===== config.mk =====
export PLATFORM = sky130hd
export DESIGN_NAME = mod_reg4_4to1
export DESIGN_NICKNAME = d
export VERILOG_FILES = /design/src/rtl/mod_reg4_4to1.sv
export SDC_FILE = /design/constraint.sdc
export NUM_CORES = 1
export LEC_CHECK = 0
export BUFFER_PORTS_ARGS = -buffer_cell sky130_fd_sc_hd__buf_2
export CAP_MARGIN = 10
export CORE_MARGIN = 5
export CORE_UTILIZATION = 50
export CTS_CLUSTER_SIZE = 20
export DETAILED_ROUTE_END_ITERATION = 8
export GPL_ROUTABILITY_DRIVEN = 1
export PLACE_DENSITY = 0.77
export SKIP_CTS_REPAIR_TIMING = 1
export SYNTH_ARGS = -nofsm -noshare
export SYNTH_HDL_FRONTEND = slang
export SYNTH_SLANG_ARGS = --single-unit

===== constraint.sdc =====
create_clock -name clk -period 1.65 [get_ports clk]
set_input_delay 0.2475 -clock clk [delete_from_list [all_inputs] [get_ports clk]]
set_output_delay 0.2475 -clock clk [all_outputs]
set_load 0.03 [all_outputs]

===== src/rtl/mod_reg4_4to1.sv =====
`default_nettype none
// ============================================================================
// Module   : mod_reg4_4to1
// Brief    : Parallel-to-serial byte register. Captures an N-byte word in one
//            cycle and emits it one byte per accepted read request.
//            Optional macro MOD_REG4_4TO1_MSB_FIRST_EN reverses the pop order.
// Revision : 1.0 - initial release
// ============================================================================
module mod_reg4_4to1 #(
    parameter int N  = 4,
    parameter int CW = 2
) (
    input  logic                clk,
    input  logic                reset,
    input  logic                wr_en,
    input  logic [N-1:0][7:0]   i,
    input  logic                rd_en,
    output logic [7:0]          o,
    output logic                o_valid,
    output logic                reg_empty,
    output logic [CW-1:0]       byte_idx
);

    localparam logic [CW-1:0] C_LAST = CW'(N - 1);

    typedef enum logic [0:0] {
        S_LOADED = 1'b0,
        S_EMPTY  = 1'b1
    } state_t;

    state_t              r_state;
    state_t              w_state_nxt;
    logic [N-1:0][7:0]   r_aux;
    logic [N-1:0][7:0]   w_aux_nxt;
    logic [CW-1:0]       r_cnt;
    logic [CW-1:0]       w_cnt_nxt;
    logic [7:0]          r_o;
    logic [7:0]          w_o_nxt;
    logic                r_valid;
    logic                w_valid_nxt;
    logic [CW-1:0]       w_sel;

    // byte_idx is the pop count; the MSB-first build maps it to N-1-k,
    // which for a power-of-two N is simply the bitwise inverse.
`ifdef MOD_REG4_4TO1_MSB_FIRST_EN
    assign w_sel = ~r_cnt;
`else
    assign w_sel = r_cnt;
`endif

    always_ff @(posedge clk) begin
        if (reset) begin
            r_state <= S_EMPTY;
            r_aux   <= '0;
            r_cnt   <= '0;
            r_o     <= 8'h00;
            r_valid <= 1'b0;
        end else begin
            r_state <= w_state_nxt;
            r_aux   <= w_aux_nxt;
            r_cnt   <= w_cnt_nxt;
            r_o     <= w_o_nxt;
            r_valid <= w_valid_nxt;
        end
    end

    always_comb begin
        w_state_nxt = r_state;
        w_aux_nxt   = r_aux;
        w_cnt_nxt   = r_cnt;
        w_o_nxt     = r_o;
        w_valid_nxt = 1'b0;
        case (r_state)
            S_EMPTY: begin
                if (wr_en) begin
                    w_aux_nxt   = i;
                    w_cnt_nxt   = '0;
                    w_state_nxt = S_LOADED;
                end
            end
            S_LOADED: begin
                if (rd_en) begin
                    w_o_nxt     = r_aux[w_sel];
                    w_valid_nxt = 1'b1;
                    if (r_cnt == C_LAST) begin
                        w_cnt_nxt   = '0;
                        w_state_nxt = S_EMPTY;
                    end else begin
                        w_cnt_nxt   = r_cnt + 1'b1;
                    end
                end
            end
            default: begin
                w_state_nxt = S_EMPTY;
            end
        endcase
    end

    assign o         = r_o;
    assign o_valid   = r_valid;
    assign reg_empty = (r_state == S_EMPTY);
    assign byte_idx  = r_cnt;

endmodule
`default_nettype wire


# After elaboration in Yosys (flattened, before gate mapping)
# Index checks and enable logic that the tools add are counted.
# word_totals
in_bits	36
output_inout_bits	12
reg_bits	44
# classes
n_bitwise	1
muxes	11
addsub	1
eq_ne	3
reduce_logical	4
order_cmp	1
# op_table
cell	n
$bmux 8 s2	1
$mux 8	1
$mux 2	3
$reduce_and 2->1	3
$mux 1	4
$ne 2x2->1 const B	2
$pmux 2 s2	1
$lt 2x3->1 const B	1
$add 2x1->2 const B	1
$eq 2x2->1 const B	1
$pmux 1 s2	1
$reduce_or 2->1	1
$not 1->1	1

# Logic depth before layout (Yosys ltp)
# Gate-level depths: netlist (run 1).
# depth
depth_word	4
depth_mapped	5

# Least setup slack after synthesis (run 1)
# OpenSTA, ideal clock, no wires.
# synth_timing
path_kind	reg2reg
startpoint	register r_cnt[0], in the netlist byte_idx[0]
endpoint	register r_o[0], in the netlist o[0]
t_required_ps	1518
stages_incl_launch_ff	5
n_path_buf	1
t_arrival_ps	1340
path_slack_ps	178
setup_ps	132
cell_sequence	dfxtp_1 > buf_6 > mux4_2 > nand2_1 > a21oi_1
# synth_between
elab_chain_len	2
# synth_rtl
item	line	text
start, declared	35	logic [CW-1:0] r_cnt;
start signal, assigned	61	r_cnt <= w_cnt_nxt;
$bmux 8 s2	83	w_o_nxt = r_aux[w_sel];
$mux 8 (implied by the code)	83	
end signal, assigned	62	r_o <= w_o_nxt;
end, declared	37	logic [7:0] r_o;
# No other way between the ends. The select of a mux whose other input is x is not followed.
# A chain may end at the register's enable or synchronous reset.

# Worst setup path in the final report (run 1)
# layout_timing
startpoint	register r_cnt[1], in the netlist byte_idx[1]
endpoint	output byte_idx[1]
# layout_rtl
item	line	text
end, declared	21	output logic [CW-1:0] byte_idx
# No word-level cell between the ends.

==> results of run 1 <==
cell usage in the layout (no fill, tap or decap):
cell type,Yosys,layout
dfxtp_2,0,1
mux4_2,8,8
nor2_1,1,1
nand2b_1,1,1
buf_12,0,1
and2_1,1,1
nand3_1,2,2
nand2_1,82,82
clkbuf_4,0,5
ha_1,1,1
buf_2,6,47
or3_1,1,1
nor2b_1,1,1
o21bai_1,1,1
dfxtp_1,44,43
buf_4,3,5
a21oi_1,43,43
metal layers:
layer,global-route usage,vias up,share of wire
li1,-,749,-
met1,0.2127,685,0.42
met2,0.2884,34,0.50
met3,0.04214,8,0.053
met4,0.1046,0,0.026
met5,0,-,0
per-stage QoR:
step	power, mW	hold WS, ns	TNS, ns	std cells	setup slack (ns)
3_5_place_dp	1.419	0.4442	0	285	0.1272
2_1_floorplan	1.334	0.3835	0	202	0.1780
5_1_grt	1.933	0.1052	0	290	0.03711
6_report	1.836	0.1179	0	290	0.1382
3_3_place_gp	1.412	0.4408	0	285	0.1535
4_1_cts	1.845	0.1192	-0.09911	290	-0.09911
area by class of cell:
| cell class | count | area, µm² | share of cell area |
|---|---|---|---|
| clock buffers | 5 | 37.54 | 0.01847 |
| multi-input cells | 142 | 762.0 | 0.3750 |
| flip-flops and latches | 44 | 882.1 | 0.4341 |
| well taps | 46 | 57.56 | 0.02833 |
| repair buffers | 53 | 292.8 | 0.1441 |
sequential cells by signal, indices dropped and copies added, names as in the netlist:
signal and cells:
r_aux 32, o 8, byte_idx 2, o_valid 1, reg_empty 1
final timing paths:
| path | start | endpoint | slack [ns] |
|---|---|---|---|
| hold / removal | i[8] | r_aux[8] | 0.12 |
| setup reg to reg | byte_idx[0] | byte_idx[0] | 0.29 |
| setup / recovery | byte_idx[1] | byte_idx[1] | 0.14 |
| hold reg to reg | o[2] | o[2] | 0.46 |
report_power, final:
group | internal [mW] | total, mW | switching [mW] | leakage, nW
Clock | 0.143 | 0.444 | 0.301 | 0.0230
Combinational | 0.109 | 0.239 | 0.130 | 0.456
Sequential | 1.12 | 1.15 | 0.0363 | 0.361
Total | 1.37 | 1.84 | 0.467 | 0.839
synth_stat cells (all sizes together):
| cell type | number | area (µm²) |
|---|---|---|
| a21oi | 43 | 215.2 |
| and2 | 1 | 6.260 |
| buf | 10 | 63.81 |
| clkbuf | 6 | 23.77 |
| dfxtp | 44 | 880.8 |
| ha | 1 | 12.51 |
| mux4 | 8 | 180.2 |
| nand2 | 82 | 307.8 |
| nand2b | 1 | 6.260 |
| nand3 | 2 | 10.01 |
| nor2 | 1 | 3.750 |
| nor2b | 1 | 6.260 |
| o21bai | 1 | 7.510 |
| or3 | 1 | 6.260 |
logic make-up (layout without fill, tap and decap cells):
group	after synthesis	count (layout)	share of synthesized area
muxes	8	8	0.1041
adders and majority gates	1	1	0.007230
AOI/OAI and AO/OA	44	44	0.1287
DFF	44	44	0.5090
and+or+nand+nor	89	89	0.2003
buffers and inverters	16	58	0.05061
==> results_dict.tcl, run 1 <==
set metrics [dict create \
    placed_area_um2 1993 \
    numCtsBuffers 5 \
    synth_cells 202 \
    num_rows 21 \
    path_buf_inv 1 \
    portBuffers 47 \
    status "complete, no violations" \
    whs_path_depth 3 \
    synthToLayoutAreaGrowth_pct 17.43 \
    grtUsageTotal 0.1774 \
    gp_congestion 0.7861 \
    grt_max_degree 34 \
    slew_violations 0 \
    avgSynthCellArea_um2 8.566 \
    ys_types 17 \
    clock_skew_ns 0.005147 \
    grt-ovfl-total 0 \
    critical-path-top-delay-family "flip-flops" \
    antenna_found_initial 0 \
    final_cell_area_um2 2032 \
    final_util 0.6089 \
    r2r.worst_path.cells 4 \
    drv_cap 0 \
    drive_gt1_frac 0.2746 \
    setup_viol 0 \
    cp-start-kind "flop" \
    holdCritPathClass "in -> reg" \
    finalCritPeriodShare 0.9162 \
    netlist_area_um2 1730 \
    irDropWorstVdd_mv 0.5597 \
    clkLatencyLatePin_ns 0.35 \
    fp.coreArea_um2 3337 \
    grt_pass1_vias 1415 \
    vias 1476 \
    clkTransAtPathRegs_ns 0.11 \
    fillerInstances 339 \
    dp_hpwl_um 2634 \
    hold_viol 0 \
    arrival_ns 1.26 \
    routedWlPerCell_um 12.42 \
    cp_num_cells 1 \
    relSlewSlack 0.6872 \
    cts_buffer_depth 2 \
    drc 0 \
    fp.dieW_um 68.83 \
    end_kind "output port" \
    rsz0062_at_grt "false" \
    nNetsFinal 283 \
    path_cells "buf_2" \
    crit_type "reg -> out" \
    cpPeakStageDelay_ns 0.63 \
    first_iter_violations 77 \
    via_per_inst 5.090 \
    cts_tree "yes" \
    ys_seq_area_frac 0.5090 \
    antenna_cells 0 \
    totalWireLength_um 3603 \
    worst_pin_slew_ns 0.4686 \
    ys_ff_latch 44 \
    period_needed_ns 1.512 \
    power_leakage_nw 0.8394 \
    p_per_area_nw_per_um2 903.6 \
    synth_nets 239 \
    htree_levels 2 \
    start_util 0.5186 \
    yosysWarnings 0 \
    cts_root_buf "clkbuf_4" \
    die_area_um2 4738 \
    critPathRequiredTime_ns 1.40 \
    grt_pass1_wl_um 6106 \
    cp_max_fo 11 \
    drtAntennaViolNets 0 \
    clock_sink_count 44 \
    firstDrtPassIters 4 \
    fmax_mhz 661.5 \
    pin_count 48 \
    dieHeight_um 68.83 \
    crit_path_top_delay_cell "dfxtp_1" \
]
No activity file was read; power rests on OpenSTA's default activity.
==> run 2, diff against run 1 <==
- ABC_AREA: not set -> 1
- BUFFER_PORTS_ARGS: -buffer_cell sky130_fd_sc_hd__buf_2 -> not set
- DONT_BUFFER_PORTS: not set -> 1
- PLACE_DENSITY: 0.77 -> not set
==> run 2 against run 1 <==
  * Cell count increased by 1.4%
  * Largest cell class unchanged
  * Non-clock buffer count is 46 lower
  * Global-route usage down 0.78 points
  * Register-to-register slack gained 0.17 ns
  * Via count is 2.6% higher
  * Clock power is 19% higher
  * Sequential power increased by 7%
  * Fmax is 12% higher
  * Sequential cell count unchanged
==> results_dict.tcl, run 2 <==
set metrics [dict create \
    status "complete, no violations" \
    portBuffers 0 \
    synth.most_common_cell "nor2_1" \
    clkLatencyLatePin_ns 0.35 \
    htree_levels 2 \
    hold_viol 0 \
    crit_path_top_delay_cell "dfxtp_1" \
    nNetsFinal 282 \
    first_iter_violations 122 \
    period_needed_ns 1.353 \
    gp_congestion 0.8118 \
    ys_async_sr_fraction 0 \
    ys_ff_latch 44 \
    holdCritPathClass "in -> reg" \
    worst_pin_slew_ns 0.3586 \
    pin_count 48 \
    largest_register_ffs 32 \
    rsz0062_at_grt "false" \
    clkTransAtPathRegs_ns 0.12 \
    fp.dieW_um 70.30 \
    grt_pass1_wl_um 6651 \
    seq_power_share 0.614 \
    synthTopCellsByCount "nor2_1 (66), dfxtp_1 (44), nand2_1 (44)" \
    critPathRequiredTime_ns 1.40 \
    synth_cells 246 \
    mostFrequentLayoutCell "nor2_1" \
    synth_flop_cell "dfxtp_1" \
    synth-edff-count 0 \
    cts_root_buf "clkbuf_4" \
    relSlewSlack 0.7603 \
    post-place-cells 285 \
    via_per_inst 5.153 \
    grt-ovfl-total 0 \
    drc 0 \
    finalNonFillerCells 294 \
    synth_area_leaders "dfxtp_1 (48%), nor2_1 (14%), o21ai_0 (11%)" \
    drtAntennaViolNets 0 \
    avgSynthCellArea_um2 7.390 \
    p_comb_frac 0.121 \
    cp-start-kind "flop" \
    drive_gt1_frac 0.06504 \
    num_rows 22 \
    crit_type "reg -> out" \
    cpPeakStageDelay_ns 0.52 \
    tns_ns 0 \
    synth.top_cell.area_share 0.4845 \
    cts_buffer_depth 2 \
    antenna_found_initial 0 \
    clock_skew_ns 0.006074 \
    power.share.clock 0.265 \
    fmax_mhz 738.9 \
    whs_ns 0.06454 \
    p_per_area_nw_per_um2 1065 \
    synth_top_area_cell "dfxtp_1" \
    synthToLayoutAreaGrowth_pct 3.097 \
    cts_tree "yes" \
    vias 1515 \
    grtUsageTotal 0.1696 \
    cellInternalPower_mw 1.442 \
    switching_share 0.2781 \
    drv_cap 0 \
    ys_seq_area_frac 0.4845 \
    grt_pass1_vias 1437 \
    p_switching_mw 0.5554 \
    dieHeight_um 70.30 \
    cp_max_fo 8 \
    most-common-layout-cells "nor2_1 (66), nand2_1 (44), dfxtp_1 (44)" \
    path_buf_inv 1 \
    clock_sink_count 44 \
    antenna_cells 0 \
    totalWireLength_um 4042 \
    start_util 0.5080 \
    path_cells "buf_4" \
    top_register "r_aux" \
    critical-path-top-delay-family "flip-flops" \
    grt_max_degree 43 \
    ys_types 20 \
    slew_violations 0 \
    dp_hpwl_um 2908 \
    fillerInstances 387 \
    power_leakage_nw 0.7623 \
    arrival_ns 1.11 \
    routedWlPerCell_um 13.75 \
    finalCritPeriodShare 0.8202 \
    total_power_mw 1.997 \
    netlist_area_um2 1818 \
    synth_nets 283 \
    die_area_um2 4942 \
    yosysWarnings 0 \
    end_kind "output port" \
    numCtsBuffers 5 \
    setup_viol 0 \
    irDropWorstVdd_mv 0.6092 \
    fp.coreArea_um2 3578 \
    firstDrtPassIters 4 \
]
[run 2: layer usage]
metal / track usage / share of wire
met5: 0 / 0
met2: 0.2692 / 0.47
met1: 0.2052 / 0.45
met4: 0.07660 / 0.011
met3: 0.05899 / 0.070
[run 2: area by class of cell]
cell class | count | area, µm² | share of cell area
well taps | 48 | 60.06 | 0.03204
multi-input cells | 182 | 793.3 | 0.4232
repair buffers | 7 | 55.05 | 0.02937
flip-flops and latches | 44 | 880.8 | 0.4700
inverters | 5 | 26.28 | 0.01402
clock buffers | 8 | 58.81 | 0.03138
[run 2: kinds of logic after synthesis]
| group | Yosys count | share of synthesized area |
|---|---|---|
| buffers and inverters | 20 | 0.07914 |
| AO/OA/AOI/OAI | 51 | 0.1404 |
| AND/OR/NAND/NOR | 130 | 0.2891 |
| adder cells (fa/ha/maj) | 1 | 0.006881 |
| flip-flops | 44 | 0.4845 |
[run 2: metrics by stage]
| stage | setup WS [ns] | area (µm²) | utilization |
|---|---|---|---|
| final | 0.2966 | 1874 | 0.5238 |
| after global routing | 0.2343 | 1874 | 0.5238 |
| after CTS | 0.2852 | 1864 | 0.5210 |
| after detailed placement | 0.4514 | 1805 | 0.5045 |
| after global placement | 0.4751 | 1805 | 0.5045 |
| after floorplan | 0.4114 | 1818 | - |
[run 2: final timing paths]
path / from / endpoint / slack (ns) / cells after the start
worst min-delay path: i[0] / r_aux[0] / 0.06 / 2
worst max-delay path: byte_idx[0] / byte_idx[0] / 0.30 / 1
worst min register to register: r_aux[17] / r_aux[17] / 0.50 / 2
worst max register to register: reg_empty / byte_idx[1] / 0.46 / 5
[run 2: power by group through the flow]
stage	combinational (mW)	sequential (mW)	clock, mW
global placement	0.236	1.25	0
CTS	0.242	1.23	0.551
global route	0.282	1.24	0.595
finish	0.241	1.23	0.530
detailed placement	0.241	1.25	0
floorplan	0.215	1.24	0
==> run 3, diff against run 2 <==
- ABC_AREA: 1 -> 0
- clock period: 1.65 -> 1.4 ns (I/O delays scaled with it)
==> run 3 against run 2 <==
  * The flow now finishes with violations (hold timing)
  * Global-route usage about the same
  * Core utilization grew 9.3 points
  * Register-to-register slack worse by 0.29 ns
  * Critical path depth unchanged
  * Critical endpoint is now byte_idx[1]
  * Largest cell class unchanged
  * Largest power group unchanged
  * Highest routed layer unchanged
==> results_dict.tcl, run 3 (synthesized netlist as in run 1, its figures left out) <==
set metrics [dict create \
    cpPeakStageDelay_ns 0.50 \
    p_per_area_nw_per_um2 1055 \
    violations "hold timing" \
    hp-start "i[17]" \
    grt_pass1_vias 1320 \
    clock_sink_count 44 \
    whs_ns -0.007343 \
    totalWireLength_um 3725 \
    setup_viol 0 \
    fmax_mhz 786.4 \
    drv_cap 0 \
    antenna_found_initial 0 \
    synthToLayoutAreaGrowth_pct 18.94 \
    clock_skew_ns 0.007604 \
    r2r.worst_path.cells 3 \
    period_needed_ns 1.272 \
    clkLatencyLatePin_ns 0.34 \
    grt_most_used_layer "met2" \
    fp.dieW_um 68.83 \
    dieHeight_um 68.83 \
    routedWlPerCell_um 13.90 \
    whs_endpoint "r_aux[17]" \
    cp_num_cells 1 \
    cp_max_fo 11 \
    die_area_um2 4738 \
    rr_endpoint "o[5]" \
    crit_type "reg -> out" \
    first_iter_violations 82 \
    vias 1403 \
    most-common-layout-cells "nand2_1 (82), a21oi_1 (43), dfxtp_1 (42)" \
    critical-path-top-delay-family "flip-flops" \
    grtUsageTotal 0.1701 \
    path_buf_inv 1 \
    worst-r2r-setup-slack_ns 0.17 \
    htree_levels 2 \
    arrival_ns 1.06 \
    grt-ovfl-total 0 \
    end_kind "output port" \
    met1_usage 0.2031 \
    holdCritPathClass "in -> reg" \
    portBuffers 0 \
    relSlewSlack 0.7628 \
    fp.coreArea_um2 3337 \
    r2r-start "byte_idx[0]" \
    num_rows 21 \
    gp_congestion 0.7936 \
    cp-start-kind "flop" \
    nNetsFinal 261 \
    grt.met3_usage 0.05673 \
    rsz0062_at_grt "false" \
    post-place-cells 239 \
    critPathRequiredTime_ns 1.19 \
    pin_count 48 \
    start_util 0.5186 \
    fillerInstances 310 \
    tns_ns 0 \
    cts_buffer_depth 2 \
    clkTransAtPathRegs_ns 0.11 \
    grt_max_degree 45 \
    worst_pin_slew_ns 0.3554 \
    cts_tree "yes" \
    grt_pass1_wl_um 5775 \
    drtAntennaViolNets 0 \
    mostFrequentLayoutCell "nand2_1" \
    whs_path_depth 2 \
    crit_path_top_delay_cell "dfxtp_2" \
    largest_register_ffs 32 \
    finalNonFillerCells 268 \
    path_cells "buf_4" \
    finalCritPeriodShare 0.9083 \
    use_met2 0.2753 \
    antenna_cells 0 \
    drc 0 \
    irDropWorstVdd_mv 0.6413 \
    drive_gt1_frac 0.1036 \
    status "finished with violations" \
    total_power_mw 2.172 \
    via_per_inst 5.235 \
    cts_root_buf "clkbuf_4" \
    top_register "r_aux" \
    dp_hpwl_um 2560 \
    slew_violations 0 \
    power_leakage_nw 0.7487 \
    firstDrtPassIters 4 \
    numCtsBuffers 5 \
    hold_viol 3 \
]
run 3: final cells by class:
cell class,instances,area [µm²],share of cell area
multi-input combinational,142,762.0,0.3702
clock buffer,5,37.54,0.01824
tap,46,57.56,0.02796
timing repair buffer,31,315.3,0.1532
sequential,44,885.9,0.4304
run 3: power breakdown:
group | switching (mW) | total (mW) | internal [mW]
Clock | 0.356 | 0.524 | 0.168
Combinational | 0.136 | 0.277 | 0.141
Sequential | 0.0548 | 1.37 | 1.32
Total | 0.547 | 2.17 | 1.63
run 3: stage by stage:
step                      setup WS, ns    util  cell area, µm²
after global placement         0.07830  0.5294            1767
after CTS                     -0.06181  0.5407            1804
after global routing           0.07880  0.6168            2058
after detailed placement       0.07946  0.5294            1767
final                           0.1284  0.6168            2058
after floorplan                0.05222       -            1732
run 3: per-layer routing:
layer	vias to the layer above	routed length [µm]
met1	641	1548
met4	0	71
met3	8	334
met5	-	0
li1	708	-
met2	46	1770
run 3: worst reg2reg max path: stages (launching register included):
cell and delay (ns):
dfxtp_4 0.47, mux4_2 0.52, nand2_1 0.08, a21oi_1 0.06
run 3: worst max path at each step:
stage	startpoint	end
floorplan	byte_idx[0]	o[0]
global placement	byte_idx[0]	o[4]
detailed placement	byte_idx[0]	o[4]
CTS	byte_idx[1]	byte_idx[1]
global route	byte_idx[1]	byte_idx[1]
finish	byte_idx[1]	byte_idx[1]
